`src/rtl/fp_div_seq_if.sv`:
```
// Operand/result handshake bundle for fp_div_seq.
// master drives operands and accepts results; slave is the divider.
interface fp_div_seq_if #(
    parameter int NEXP = 8,
    parameter int NSIG = 7
);
    logic                 in_valid;
    logic                 in_ready;
    logic [NEXP+NSIG:0]   a;
    logic [NEXP+NSIG:0]   b;
    logic                 out_valid;
    logic                 out_ready;
    logic [NEXP+NSIG:0]   q;
    logic [4:0]           flags;

    modport master (
        output in_valid, a, b, out_ready,
        input  in_ready, out_valid, q, flags
    );

    modport slave (
        input  in_valid, a, b, out_ready,
        output in_ready, out_valid, q, flags
    );
endinterface

```
`src/rtl/fp_div_seq.sv`:
```
// Sequential q = a / b: classify, restoring significand divide, normalise, RNE round.
// Define DIV_SUBNORMAL_EN for gradual underflow; otherwise subnormals flush to zero.
module fp_div_seq #(
    parameter int NEXP = 8,
    parameter int NSIG = 7
) (
    input  logic        clk,
    input  logic        rst_n,
    fp_div_seq_if.slave bus
);
    localparam int W  = NEXP + NSIG + 1;
    localparam int EW = NEXP + 2;
    localparam int QW = NSIG + 3;
    localparam int RW = NSIG + 2;
    localparam int CW = $clog2(QW + 1);
    localparam logic signed [EW-1:0] BIAS  = EW'((1 << (NEXP-1)) - 1);
    localparam logic signed [EW-1:0] EMAX  = EW'((1 << NEXP) - 1);
    localparam logic signed [EW-1:0] EONE  = EW'(1);
    localparam logic signed [EW-1:0] EZERO = '0;
    localparam logic [W-1:0] QNAN = {1'b0, {NEXP{1'b1}}, 1'b1, {(NSIG-1){1'b0}}};

    typedef enum logic [2:0] {IDLE, PREP, ITER, ROUND, DONE} state_t;

    typedef struct packed {
        logic zero;
        logic sub;
        logic inf;
        logic nan;
        logic snan;
    } cls_t;

    function automatic cls_t classify(input logic [W-1:0] x);
        cls_t c;
        logic [NEXP-1:0] xe;
        logic [NSIG-1:0] xf;
        xe = x[W-2:NSIG];
        xf = x[NSIG-1:0];
        c.zero = (xe == '0) && (xf == '0);
        c.sub  = (xe == '0) && (xf != '0);
        c.inf  = (&xe) && (xf == '0);
        c.nan  = (&xe) && (xf != '0);
        c.snan = c.nan && !xf[NSIG-1];
        return c;
    endfunction

    function automatic void unpack(input logic [W-1:0] x,
                                   output logic [NSIG:0] m,
                                   output logic signed [EW-1:0] e);
        logic [NEXP-1:0] xe;
        xe = x[W-2:NSIG];
        m  = {1'b1, x[NSIG-1:0]};
        e  = $signed({2'b00, xe});
`ifdef DIV_SUBNORMAL_EN
        // subnormal: unit exponent, then slide the leading one up to the hidden position
        if (xe == '0) begin
            m = {1'b0, x[NSIG-1:0]};
            e = EONE;
            for (int i = 0; i < NSIG; i++) begin
                if (!m[NSIG]) begin
                    m = m << 1;
                    e = e - EONE;
                end
            end
        end
`endif
    endfunction

    state_t state, nstate;

    logic [W-1:0]           ra, rb, qr;
    logic [4:0]             flr;
    logic [NSIG:0]          mb;
    logic [RW-1:0]          rem;
    logic [QW-1:0]          quo;
    logic signed [EW-1:0]   er;
    logic                   sgn, spec;
    logic [CW-1:0]          cnt;

    // PREP combinational
    cls_t                   ca, cb;
    logic                   sp_hit;
    logic [W-1:0]           sp_q;
    logic [4:0]             sp_flags;
    logic [NSIG:0]          ma_n, mb_n;
    logic signed [EW-1:0]   ea_n, eb_n;
    logic                   sgn_ab;

    // ITER combinational
    logic                   q_bit;
    logic [RW-1:0]          r_step;

    // ROUND combinational
    logic [QW-1:0]          qn;
    logic signed [EW-1:0]   en, eo, sh;
    logic [NSIG+1:0]        sig, rnd;
    logic                   stk, grd, inc, tiny;
    logic [W-1:0]           rq;
    logic [4:0]             rflags;

    always_comb begin
        ca       = classify(ra);
        cb       = classify(rb);
`ifdef DIV_SUBNORMAL_EN
`else
        ca.zero  = ca.zero | ca.sub;
        cb.zero  = cb.zero | cb.sub;
`endif
        unpack(ra, ma_n, ea_n);
        unpack(rb, mb_n, eb_n);
        sgn_ab   = ra[W-1] ^ rb[W-1];
        sp_hit   = 1'b1;
        sp_q     = {sgn_ab, {NEXP{1'b1}}, {NSIG{1'b0}}};
        sp_flags = '0;
        if (ca.nan || cb.nan) begin
            sp_q        = QNAN;
            sp_flags[4] = ca.snan | cb.snan;
        end else if ((ca.zero && cb.zero) || (ca.inf && cb.inf)) begin
            sp_q        = QNAN;
            sp_flags[4] = 1'b1;
        end else if (cb.zero) begin
            sp_flags[3] = 1'b1;
        end else if (ca.inf) begin
            sp_flags    = '0;
        end else if (ca.zero || cb.inf) begin
            sp_q        = {sgn_ab, {(W-1){1'b0}}};
        end else begin
            sp_hit      = 1'b0;
        end
    end

    always_comb begin
        q_bit  = (rem >= {1'b0, mb});
        r_step = q_bit ? rem - {1'b0, mb} : rem;
    end

    always_comb begin
        qn   = quo;
        en   = er;
        if (!quo[QW-1]) begin
            qn = {quo[QW-2:0], 1'b0};
            en = er - EONE;
        end
        // hidden, fraction, guard; everything below folds into sticky
        sig  = qn[QW-1:1];
        stk  = qn[0] | (rem != '0);
        tiny = 1'b0;
        sh   = EONE - en;
`ifdef DIV_SUBNORMAL_EN
        if (en <= EZERO) begin
            tiny = 1'b1;
            for (int i = 0; i < RW; i++) begin
                if (EW'(i) < sh) begin
                    stk = stk | sig[0];
                    sig = sig >> 1;
                end
            end
        end
`endif
        grd  = sig[0];
        inc  = grd & (stk | sig[1]);
        rnd  = {1'b0, sig[NSIG+1:1]} + {{(NSIG+1){1'b0}}, inc};
        eo   = en;
        if (rnd[NSIG+1]) begin
            rnd = rnd >> 1;
            eo  = en + EONE;
        end
        rq     = {sgn, eo[NEXP-1:0], rnd[NSIG-1:0]};
        rflags = {4'b0000, grd | stk};
        if (eo >= EMAX) begin
            rq     = {sgn, {NEXP{1'b1}}, {NSIG{1'b0}}};
            rflags = 5'b00101;
        end else if (tiny) begin
            // a round carry into rnd[NSIG] lands on the smallest normal exponent
            rq     = {sgn, {(NEXP-1){1'b0}}, rnd[NSIG], rnd[NSIG-1:0]};
            rflags = {3'b000, grd | stk, grd | stk};
        end else if (eo <= EZERO) begin
            rq     = {sgn, {(W-1){1'b0}}};
            rflags = 5'b00011;
        end
    end

    always_ff @(posedge clk or negedge rst_n) begin
        if (!rst_n) state <= IDLE;
        else        state <= nstate;
    end

    // specials also pass through ROUND so both paths expose results on the same kind of edge
    always_comb begin
        nstate = state;
        case (state)
            IDLE:    if (bus.in_valid) nstate = PREP;
            PREP:    nstate = sp_hit ? ROUND : ITER;
            ITER:    if (cnt == CW'(QW-1)) nstate = ROUND;
            ROUND:   nstate = DONE;
            DONE:    if (bus.out_ready) nstate = IDLE;
            default: nstate = IDLE;
        endcase
    end

    always_ff @(posedge clk or negedge rst_n) begin
        if (!rst_n) begin
            ra   <= '0;
            rb   <= '0;
            mb   <= '0;
            rem  <= '0;
            quo  <= '0;
            er   <= '0;
            sgn  <= 1'b0;
            spec <= 1'b0;
            cnt  <= '0;
            qr   <= '0;
            flr  <= '0;
        end else begin
            case (state)
                IDLE: if (bus.in_valid) begin
                    ra <= bus.a;
                    rb <= bus.b;
                end
                PREP: begin
                    sgn  <= sgn_ab;
                    spec <= sp_hit;
                    cnt  <= '0;
                    quo  <= '0;
                    rem  <= {1'b0, ma_n};
                    mb   <= mb_n;
                    er   <= ea_n - eb_n + BIAS;
                    if (sp_hit) begin
                        qr  <= sp_q;
                        flr <= sp_flags;
                    end
                end
                ITER: begin
                    rem <= {r_step[RW-2:0], 1'b0};
                    quo <= {quo[QW-2:0], q_bit};
                    cnt <= cnt + CW'(1);
                end
                ROUND: if (!spec) begin
                    qr  <= rq;
                    flr <= rflags;
                end
                default: ;
            endcase
        end
    end

    assign bus.in_ready  = (state == IDLE);
    assign bus.out_valid = (state == DONE);
    assign bus.q         = qr;
    assign bus.flags     = flr;
endmodule

```
`src/flat_wrapper.sv`:
```
// flat-port wrapper written by rule: the top's interface ports become plain ports
module fp_div_seq_flat 
#(
    parameter int NEXP = 8,
    parameter int NSIG = 7
)
  (clk, rst_n, bus_in_valid, bus_a, bus_b, bus_out_ready, bus_in_ready, bus_out_valid, bus_q, bus_flags);
  fp_div_seq_if #(.NEXP(NEXP), .NSIG(NSIG)) bus_i ();
  input  logic clk;
  input  logic rst_n;
  input wire logic [$bits(bus_i.in_valid)-1:0] bus_in_valid;
  input wire logic [$bits(bus_i.a)-1:0] bus_a;
  input wire logic [$bits(bus_i.b)-1:0] bus_b;
  input wire logic [$bits(bus_i.out_ready)-1:0] bus_out_ready;
  output wire logic [$bits(bus_i.in_ready)-1:0] bus_in_ready;
  output wire logic [$bits(bus_i.out_valid)-1:0] bus_out_valid;
  output wire logic [$bits(bus_i.q)-1:0] bus_q;
  output wire logic [$bits(bus_i.flags)-1:0] bus_flags;
  assign bus_i.in_valid = bus_in_valid;
  assign bus_i.a = bus_a;
  assign bus_i.b = bus_b;
  assign bus_i.out_ready = bus_out_ready;
  assign bus_in_ready = bus_i.in_ready;
  assign bus_out_valid = bus_i.out_valid;
  assign bus_q = bus_i.q;
  assign bus_flags = bus_i.flags;
  fp_div_seq #(.NEXP(NEXP), .NSIG(NSIG)) u_core (.clk(clk), .rst_n(rst_n), .bus(bus_i));
endmodule
```
`config.mk`:
```
export PLATFORM = sky130hd
export DESIGN_NAME = fp_div_seq_flat
export DESIGN_NICKNAME = d
export VERILOG_FILES = /design/src/rtl/fp_div_seq_if.sv /design/src/rtl/fp_div_seq.sv /design/src/flat_wrapper.sv
export SDC_FILE = /design/constraint.sdc
export NUM_CORES = 1
export LEC_CHECK = 0
export CAP_MARGIN = 25
export CORE_ASPECT_RATIO = 1.1
export CORE_UTILIZATION = 58
export DETAILED_ROUTE_END_ITERATION = 7
export PLACE_DENSITY = 0.89
export SYNTH_ARGS = -nofsm -noshare
export SYNTH_HDL_FRONTEND = slang
export SYNTH_SLANG_ARGS = --single-unit
```
`constraint.sdc`:
```
create_clock -name clk -period 6.33 [get_ports clk]
set_input_delay 1.266 -clock clk [delete_from_list [all_inputs] [get_ports clk]]
set_output_delay 1.266 -clock clk [all_outputs]
set_load 0.01 [all_outputs]
```
==> results by group, run 1 <==
Worst setup path
  • Crit-path max FO: 27
  • Origin of the critical flop-to-flop path: u_core.quo[9]
  • Critical path required time: roughly 6.7 ns
  • Worst setup path startpoint: u_core.quo[9]
  • Number of buffer and inverter stages on the critical path: 0
  • CP Class: flip-flop to flip-flop
  • Cell type group with the largest total delay on the critical path: compound AO/OA/AOI/OAI gates
  • Delay of the slowest critical-path stage: about 0.95 ns
  • Critical path cell sequence: a211oi_1, nand2_1, nor4_1, a21oi_1, ha_1, ha_1, nand2_1, or4_4, a211o_1, a211oi_1, mux2i_1, o41a_1, and2_1, a32o_1
  • Flop2flop setup slack: between 1.5 and 2 ns
  • Startpoint type of the worst setup path: flip-flop
  • Slowest cell on the critical path: sky130_fd_sc_hd__dfrtp_1
  • Length in cells of the worst reg-to-reg path: 14
  • Critical path capture point type: flip-flop
  • Endpoint of the most critical register-to-register path: u_core.bus.q[3]
  • Worst Path Arrival: approximately 5.1 ns

Synthesis
  • Post-synthesis instance area: 5850 um^2
  • Commonest register cell after synthesis: sky130_fd_sc_hd__dfrtp_1
  • Largest cells by area after synthesis: sky130_fd_sc_hd__dfrtp_1 42%, sky130_fd_sc_hd__nand2_1 5.5%, sky130_fd_sc_hd__ha_1 4.9%, sky130_fd_sc_hd__mux2_2 4.6%, sky130_fd_sc_hd__o21ai_0 4.4%
  • List of most frequent post-synthesis cells: 99 x sky130_fd_sc_hd__dfrtp_1, 85 x sky130_fd_sc_hd__nand2_1, 51 x sky130_fd_sc_hd__o21ai_0
  • Post-Syn Area per Cell: between 9 and 10 um^2
  • Synth Register Bits: between 90 and 100
  • Cell taking the most area after synthesis: sky130_fd_sc_hd__dfrtp_1
  • Number of enable-type register cells in the synthesized netlist: 0
  • Number of nets in the synthesized netlist: between 600 and 700
  • Most frequently used cell type in the post-synthesis netlist: sky130_fd_sc_hd__dfrtp_1
  • Post-synth ARST share: between 90% and 100%
  • Cells after Synth: 630
  • Yosys warning count: 0
  • Number of distinct library cells after synthesis: 60
  • Fraction of the yosys area taken by sequential cells: around 42%
  • Share of Yosys cell area claimed by the top area cell type: a little over two fifths

Worst hold path
  • Cells on Worst Hold Path: 2
  • End point of the most critical hold path: u_core.mb[7]
  • Worst hold path startpoint: u_core.mb[7]
  • Worst min path class: flip-flop to flip-flop

Global route
  • Global-route wire length before repair: 22200 um
  • Initial antenna violation count: 0
  • Via count of the first global-routing pass: approximately 4700
  • Gr ovfl total: 0
  • Largest net degree at the start of global routing: between 80 and 90
  • Overall routing resource usage: a little over a quarter

Clock network
  • CTS Hold Buffers Added: 0
  • Root Buffer: sky130_fd_sc_hd__clkbuf_8
  • Setup repair bufs after CTS: 0
  • TritonCTS clock tree: done
  • Resized Gates After CTS: 0
  • Inserted Clock Buffers: 9
  • Clock sink count: a little under 100
  • H-Tree Depth: 3
  • Number of buffers on the longest clock path: 2
  • Clock latency on the worst-skew pair: about 0.39 ns
  • Clock Pin Slew Worst Setup and Hold Paths: around 0.090 ns

Detailed routing
  • Overall via count from detail_route: around 4900
  • Total wire length: ~13000 um
  • ANT nets after route: 0
  • Vias per cell: approximately 6.2
  • Total DRC errors in the routed layout: 8
  • Drt initial violations: just over 400
  • Average wire per cell in the routed design: between 15 and 20 um
  • Initial DRT Pass Iterations: 8

Power
  • Design Power: 0.00372 W
  • Power Density: roughly 560 nW/um^2
  • Switching share of total power: between 40 and 50%
  • Worst IR drop on VDD: just under 0.3 mV
  • Fraction of power consumed by combinational cells: 56.2%
  • Leak: 2.83 nW
  • Power share of the sequential group: approximately 33%
  • Internal power component: between 0.002 and 0.0025 W
  • Clock group share of total power: 10.9%
  • NetSw: about 0.0017 W

Die
  • Die ar.: 10500 um^2
  • Vertical extent of the die: ~110 um
  • CORE AREA: 9840 um^2
  • Number of top-level design ports: 59
  • Standard-cell rows: 38
  • Effective utilization at floorplan: roughly three fifths
  • Overall die width: about 98 um

STA
  • Hold Violations, Final: 0
  • Pins Over Slew Limit: 0
  • RSZ-0062 raised after global routing: false
  • Slew margin rel.: 33.0%
  • Final number of setup-violating endpoints: 0
  • Final-layout setup total negative slack: 0 ns
  • Worst Skew: between 0.01 and 0.015 ns
  • Max Fclk: roughly 210 MHz
  • Crit share post-route: 74.9%
  • Clock period minus final worst setup slack: approximately 4.7 ns
  • Measured slew at the worst slew-check pin: around 1 ns

Run
  • Max Cap Viol: 0

Finish
  • Layout cell share with drive strength beyond 1: a little under 8%
  • Fill cell instance count of the final layout: about 740
  • Layout area overhead: 14.3%
  • Number of diodes: 0
  • Final #Nets: 734

Placed design
  • Number of buffers added on ports: 58
  • Weighted congestion reported at the end of routability-driven placement: just under 0.9
  • Estimated wirelength of the detail-placed design: between 9000 and 10000 um

Status
  • Outcome: finished, violations left
  • Failing checks: DRC
==> worst reg2reg max path, cell delays in order (launching register included) <==
cell and delay, ns:
sky130_fd_sc_hd__dfrtp_1 0.95, sky130_fd_sc_hd__a211oi_1 0.19, sky130_fd_sc_hd__nand2_1 0.09, sky130_fd_sc_hd__nor4_1 0.07, sky130_fd_sc_hd__a21oi_1 0.17, sky130_fd_sc_hd__ha_1 0.22, sky130_fd_sc_hd__ha_1 0.20, sky130_fd_sc_hd__nand2_1 0.15
sky130_fd_sc_hd__or4_4 0.59, sky130_fd_sc_hd__a211o_1 0.29, sky130_fd_sc_hd__a211oi_1 0.36, sky130_fd_sc_hd__mux2i_1 0.61, sky130_fd_sc_hd__o41a_1 0.29, sky130_fd_sc_hd__and2_1 0.29, sky130_fd_sc_hd__a32o_1 0.22
==> layout by cell type, fill, tap and decap left out, drive strengths merged, types with 4 or more instances in the layout <==
master	n
nor2b	4
or4	6
o21a	5
o21ai	53
inv	39
clkdlybuf4s50	57
nor3	17
a221o	9
and2	4
nor4	11
o31ai	5
nand3	11
nand2	85
a21o	5
dfrtp	99
nand4	7
and3	10
a21oi	27
nor2	28
or3	9
a32o	4
a22o	10
nor3b	4
mux2i	13
buf	7
mux2	24
a211oi	5
xnor2	21
clkbuf	11
nand2b	8
ha	23
a31oi	5
xor2	11
==> routing by layer <==
layer,GRT usage (%),wire (um),up-vias
li1,-,-,2332
met1,34.3,5670,2379
met2,45.3,6410,185
met3,5.32,725,24
met4,7.79,211,0
met5,0,0,-
==> per-stage QoR <==
step           setup WS, ns  instances  util, %  hold WS [ns]  cell area [um^2]
6_report               1.59        796     68.0         0.454              6690
5_1_grt                1.25        796     68.0         0.501              6690
4_1_cts                1.63        795     67.7         0.460              6660
3_5_place_dp           1.65        781     65.8         0.438              6480
3_3_place_gp           1.88        781     65.8         0.433              6480
2_1_floorplan          1.89        630        -         0.418              5850
==> flip-flops by register name (all words and copies together) (netlist names) <==
name / count
u_core.bus.flags: 5
u_core.bus.q: 16
u_core.cnt: 4
u_core.er: 10
u_core.mb: 8
u_core.quo: 10
u_core.ra: 16
u_core.rb: 16
u_core.rem: 9
u_core.sgn: 1
u_core.spec: 1
u_core.state: 3
==> cell families (layout without fill, tap and decap cells) <==
group / after synthesis / in the layout / share of synthesized area (%)
AND/OR/NAND/NOR: 213 / 213 / 18.1
AO/OA/AOI/OAI: 153 / 153 / 17.3
flip-flops: 99 / 99 / 42.3
buffers and inverters: 71 / 117 / 4.94
multiplexers: 37 / 37 / 6.91
XOR/XNOR: 32 / 32 / 4.79
adder cells (fa/ha/maj): 25 / 25 / 5.60
==> area by class of cell <==
| type | instances | area, um^2 | area share (%) |
|---|---|---|---|
| multi-input cells | 460 | 3090 | 46.2 |
| flip-flops and latches | 99 | 2480 | 37.0 |
| repair buffers | 64 | 643 | 9.62 |
| well taps | 120 | 150 | 2.25 |
| inverters | 39 | 146 | 2.19 |
| clock buffers | 11 | 141 | 2.11 |
| clock inverters | 3 | 40.0 | 0.599 |
==> worst max path at each step <==
stage / end / slack [ns] / depth (start not counted)
finish: u_core.bus.q[3] / 1.59 / 14
global route: u_core.bus.q[5] / 1.25 / 14
CTS: u_core.bus.q[3] / 1.63 / 14
detailed placement: u_core.bus.q[6] / 1.65 / 14
global placement: u_core.bus.q[6] / 1.88 / 14
floorplan: u_core.bus.q[6] / 1.89 / 19
==> power by group through the flow <==
stage | Sequential [W] | Combinational, W | Clock [W]
final | 0.00123 | 0.00209 | 0.000404
after global routing | 0.00127 | 0.00232 | 0.000437
after CTS | 0.00122 | 0.00208 | 0.000406
after detailed placement | 0.00123 | 0.00206 | 0
after global placement | 0.00120 | 0.00197 | 0
after floorplan | 0.00112 | 0.00162 | 0
Power figures use the tool's default switching activity.
==> run 2, diff against run 1 <==
--- a/config.mk
+++ b/config.mk
@@ -7,9 +7,9 @@
 export LEC_CHECK = 0
 export CAP_MARGIN = 25
 export CORE_ASPECT_RATIO = 1.1
-export CORE_UTILIZATION = 58
+export CORE_UTILIZATION = 52
 export DETAILED_ROUTE_END_ITERATION = 7
-export PLACE_DENSITY = 0.89
+export PLACE_DENSITY = 0.85
 export SYNTH_ARGS = -nofsm -noshare
 export SYNTH_HDL_FRONTEND = slang
 export SYNTH_SLANG_ARGS = --single-unit
==> constraint.sdc (replaced) <==
create_clock -name clk -period 4.02 [get_ports clk]
set_input_delay 0.804 -clock clk [delete_from_list [all_inputs] [get_ports clk]]
set_output_delay 0.804 -clock clk [all_outputs]
set_load 0.01 [all_outputs]
==> run 2 against run 1 <==
- the flow now finishes without violations
- die area up 11%
- cell count up 4.9%
- worst hold slack worse by 0.0034 ns
- via count down 0.35%
- flip-flop and latch count unchanged
- combinational power up 63%
- power up 69%
- register-to-register slack worse by 1.4 ns
- clock-buffer cell count down 2
- utilization down 4.4 points
- non-clock buffer count up 10
- critical path type unchanged
- largest cell class unchanged
==> results by group, run 2 (same netlist as run 1, synthesis figures left out) <==
Die
  • Number of top-level design ports: 59
  • Die ar.: between 10000 and 15000 um^2
  • Overall die width: about 100 um
  • CORE AREA: 11000 um^2
  • Effective utilization at floorplan: between 50 and 60%
  • Vertical extent of the die: about 110 um
  • Standard-cell rows: 40

STA
  • Measured slew at the worst slew-check pin: 1.12 ns
  • Max Fclk: approximately 260 MHz
  • Slew margin rel.: about a quarter
  • Final number of setup-violating endpoints: 0
  • Crit share post-route: between 90% and 100%
  • RSZ-0062 raised after global routing: false
  • Clock period minus final worst setup slack: roughly 3.8 ns
  • Final-layout setup total negative slack: 0 ns
  • Pins Over Slew Limit: 0
  • Worst Skew: 0.00536 ns
  • Hold Violations, Final: 0

Detailed routing
  • Initial DRT Pass Iterations: 5
  • ANT nets after route: 0
  • Total DRC errors in the routed layout: 0
  • Average wire per cell in the routed design: 16.0 um
  • Drt initial violations: ~270
  • Vias per cell: approximately 6
  • Total wire length: roughly 13000 um
  • Overall via count from detail_route: approximately 4900

Power
  • Internal power component: around 0.0036 W
  • Power Density: about 900 nW/um^2
  • Worst IR drop on VDD: roughly 0.41 mV
  • Fraction of power consumed by combinational cells: 54.2%
  • Switching share of total power: between 40% and 50%
  • NetSw: roughly 0.0027 W
  • Leak: a little under 3 nW
  • Power share of the sequential group: 30.1%
  • Clock group share of total power: about 16%

Clock network
  • Clock sink count: slightly below 100
  • H-Tree Depth: 3
  • Clock Pin Slew Worst Setup and Hold Paths: roughly 0.070 ns
  • Root Buffer: sky130_fd_sc_hd__clkbuf_16
  • Inserted Clock Buffers: 9
  • Clock latency on the worst-skew pair: between 0.3 and 0.4 ns
  • Number of buffers on the longest clock path: 2
  • CTS Hold Buffers Added: 0
  • TritonCTS clock tree: done

Worst setup path
  • Worst Path Arrival: approximately 4.0 ns
  • CP Class: flip-flop to flip-flop
  • Critical path capture point type: flip-flop
  • Endpoint of the most critical register-to-register path: u_core.bus.q[6]
  • Startpoint type of the worst setup path: flip-flop
  • Flop2flop setup slack: ~0.23 ns
  • Critical path required time: 4.25 ns
  • Origin of the critical flop-to-flop path: u_core.quo[9]
  • Crit-path max FO: 8
  • Length in cells of the worst reg-to-reg path: 14

Finish
  • Layout cell share with drive strength beyond 1: between 10% and 20%
  • Number of diodes: 0
  • Register Area: roughly 2500 um^2
  • Top library cells by usage in the layout, fill and taps aside: 98 x sky130_fd_sc_hd__dfrtp_1, 84 x sky130_fd_sc_hd__nand2_1, 57 x sky130_fd_sc_hd__clkdlybuf4s50_1
  • Layout area overhead: 19.0%
  • Most common cell after layout, fill and taps aside: sky130_fd_sc_hd__dfrtp_1
  • Fill cell instance count of the final layout: around 850
  • Finished Core Util: between 60% and 70%
  • Area taken by multi-input logic gates: ~3100 um^2
  • Final #Nets: roughly 740

Global route
  • Overall routing resource usage: between 20% and 30%
  • Via count of the first global-routing pass: 4847
  • Gr ovfl total: 0
  • Largest net degree at the start of global routing: 42
  • Initial antenna violation count: 0
  • Global-route wire length before repair: roughly 23000 um

Placed design
  • Estimated wirelength of the detail-placed design: just under 10000 um
  • Weighted congestion reported at the end of routability-driven placement: 0.885
  • Number of buffers added on ports: between 50 and 60

Status
  • Outcome: complete, no violations

Run
  • Max Cap Viol: 0

Worst hold path
  • Worst min path class: primary input to asynchronous set/reset pin
run 2: critical path, stage by stage, from the launching register on:
cell	delay [ns]
sky130_fd_sc_hd__dfrtp_2	0.41
sky130_fd_sc_hd__a211oi_1	0.09
sky130_fd_sc_hd__nand2_1	0.08
sky130_fd_sc_hd__nor4_2	0.05
sky130_fd_sc_hd__a21oi_1	0.16
sky130_fd_sc_hd__ha_2	0.21
sky130_fd_sc_hd__ha_2	0.20
sky130_fd_sc_hd__nand2_2	0.10
sky130_fd_sc_hd__or4_1	0.55
sky130_fd_sc_hd__o21bai_1	0.19
sky130_fd_sc_hd__xor2_1	0.19
sky130_fd_sc_hd__or4_1	0.51
sky130_fd_sc_hd__o41a_1	0.34
sky130_fd_sc_hd__and2_1	0.26
sky130_fd_sc_hd__a221o_1	0.32
run 2: per-layer routing:
layer	global-route usage (%)	routed length, um	vias to the layer above
met1	33.1	6060	2364
met2	41.2	6410	158
met3	2.90	593	22
met4	10.2	260	0
met5	0	0	-
li1	-	-	2359
run 2: per-stage QoR:
| stage | cells | hold slack [ns] | total power [W] | worst slack, ns | area (um^2) |
|---|---|---|---|---|---|
| 6_report | 835 | 0.451 | 0.00629 | 0.232 | 6960 |
| 5_1_grt | 835 | 0.489 | 0.00681 | 0.0106 | 6960 |
| 4_1_cts | 835 | 0.462 | 0.00625 | 0.145 | 6940 |
| 3_5_place_dp | 819 | 0.452 | 0.00522 | 0.167 | 6600 |
| 3_3_place_gp | 819 | 0.440 | 0.00509 | 0.279 | 6600 |
| 2_1_floorplan | 630 | 0.418 | 0.00433 | 0.0162 | 5880 |
run 2: power by group through the flow:
stage	Sequential (W)	Combinational, W	Clock, W
6_report	0.00189	0.00341	0.000986
5_1_grt	0.00196	0.00381	0.00104
4_1_cts	0.00188	0.00338	0.000997
3_5_place_dp	0.00189	0.00333	0
3_3_place_gp	0.00185	0.00323	0
2_1_floorplan	0.00177	0.00256	0
run 2: cell type report:
cell class	count	area share (%)
Clock buffer	9	3.24
Clock inverter	7	1.67
Inverter	39	2.10
Multi-Input combinational cell	460	44.7
Sequential cell	99	35.6
Tap cell	147	2.64
Timing Repair Buffer	74	10.0
run 2: worst max-delay path by stage:
stage / startpoint / end / slack, ns / depth (start not counted)
2_1_floorplan: u_core.quo[9] / u_core.bus.q[6] / 0.02 / 19
3_3_place_gp: u_core.rem[5] / u_core.bus.q[6] / 0.28 / 14
3_5_place_dp: u_core.quo[9] / u_core.bus.q[6] / 0.17 / 14
4_1_cts: u_core.quo[9] / u_core.bus.q[6] / 0.15 / 14
5_1_grt: u_core.quo[9] / u_core.bus.q[3] / 0.01 / 14
6_report: u_core.quo[9] / u_core.bus.q[6] / 0.23 / 14
run 2: timing repair:
action,CTS,global route
gates resized for setup,0,4
endpoints found under the hold margin,0,0
setup endpoints to repair,0,6
buffers inserted,0,0
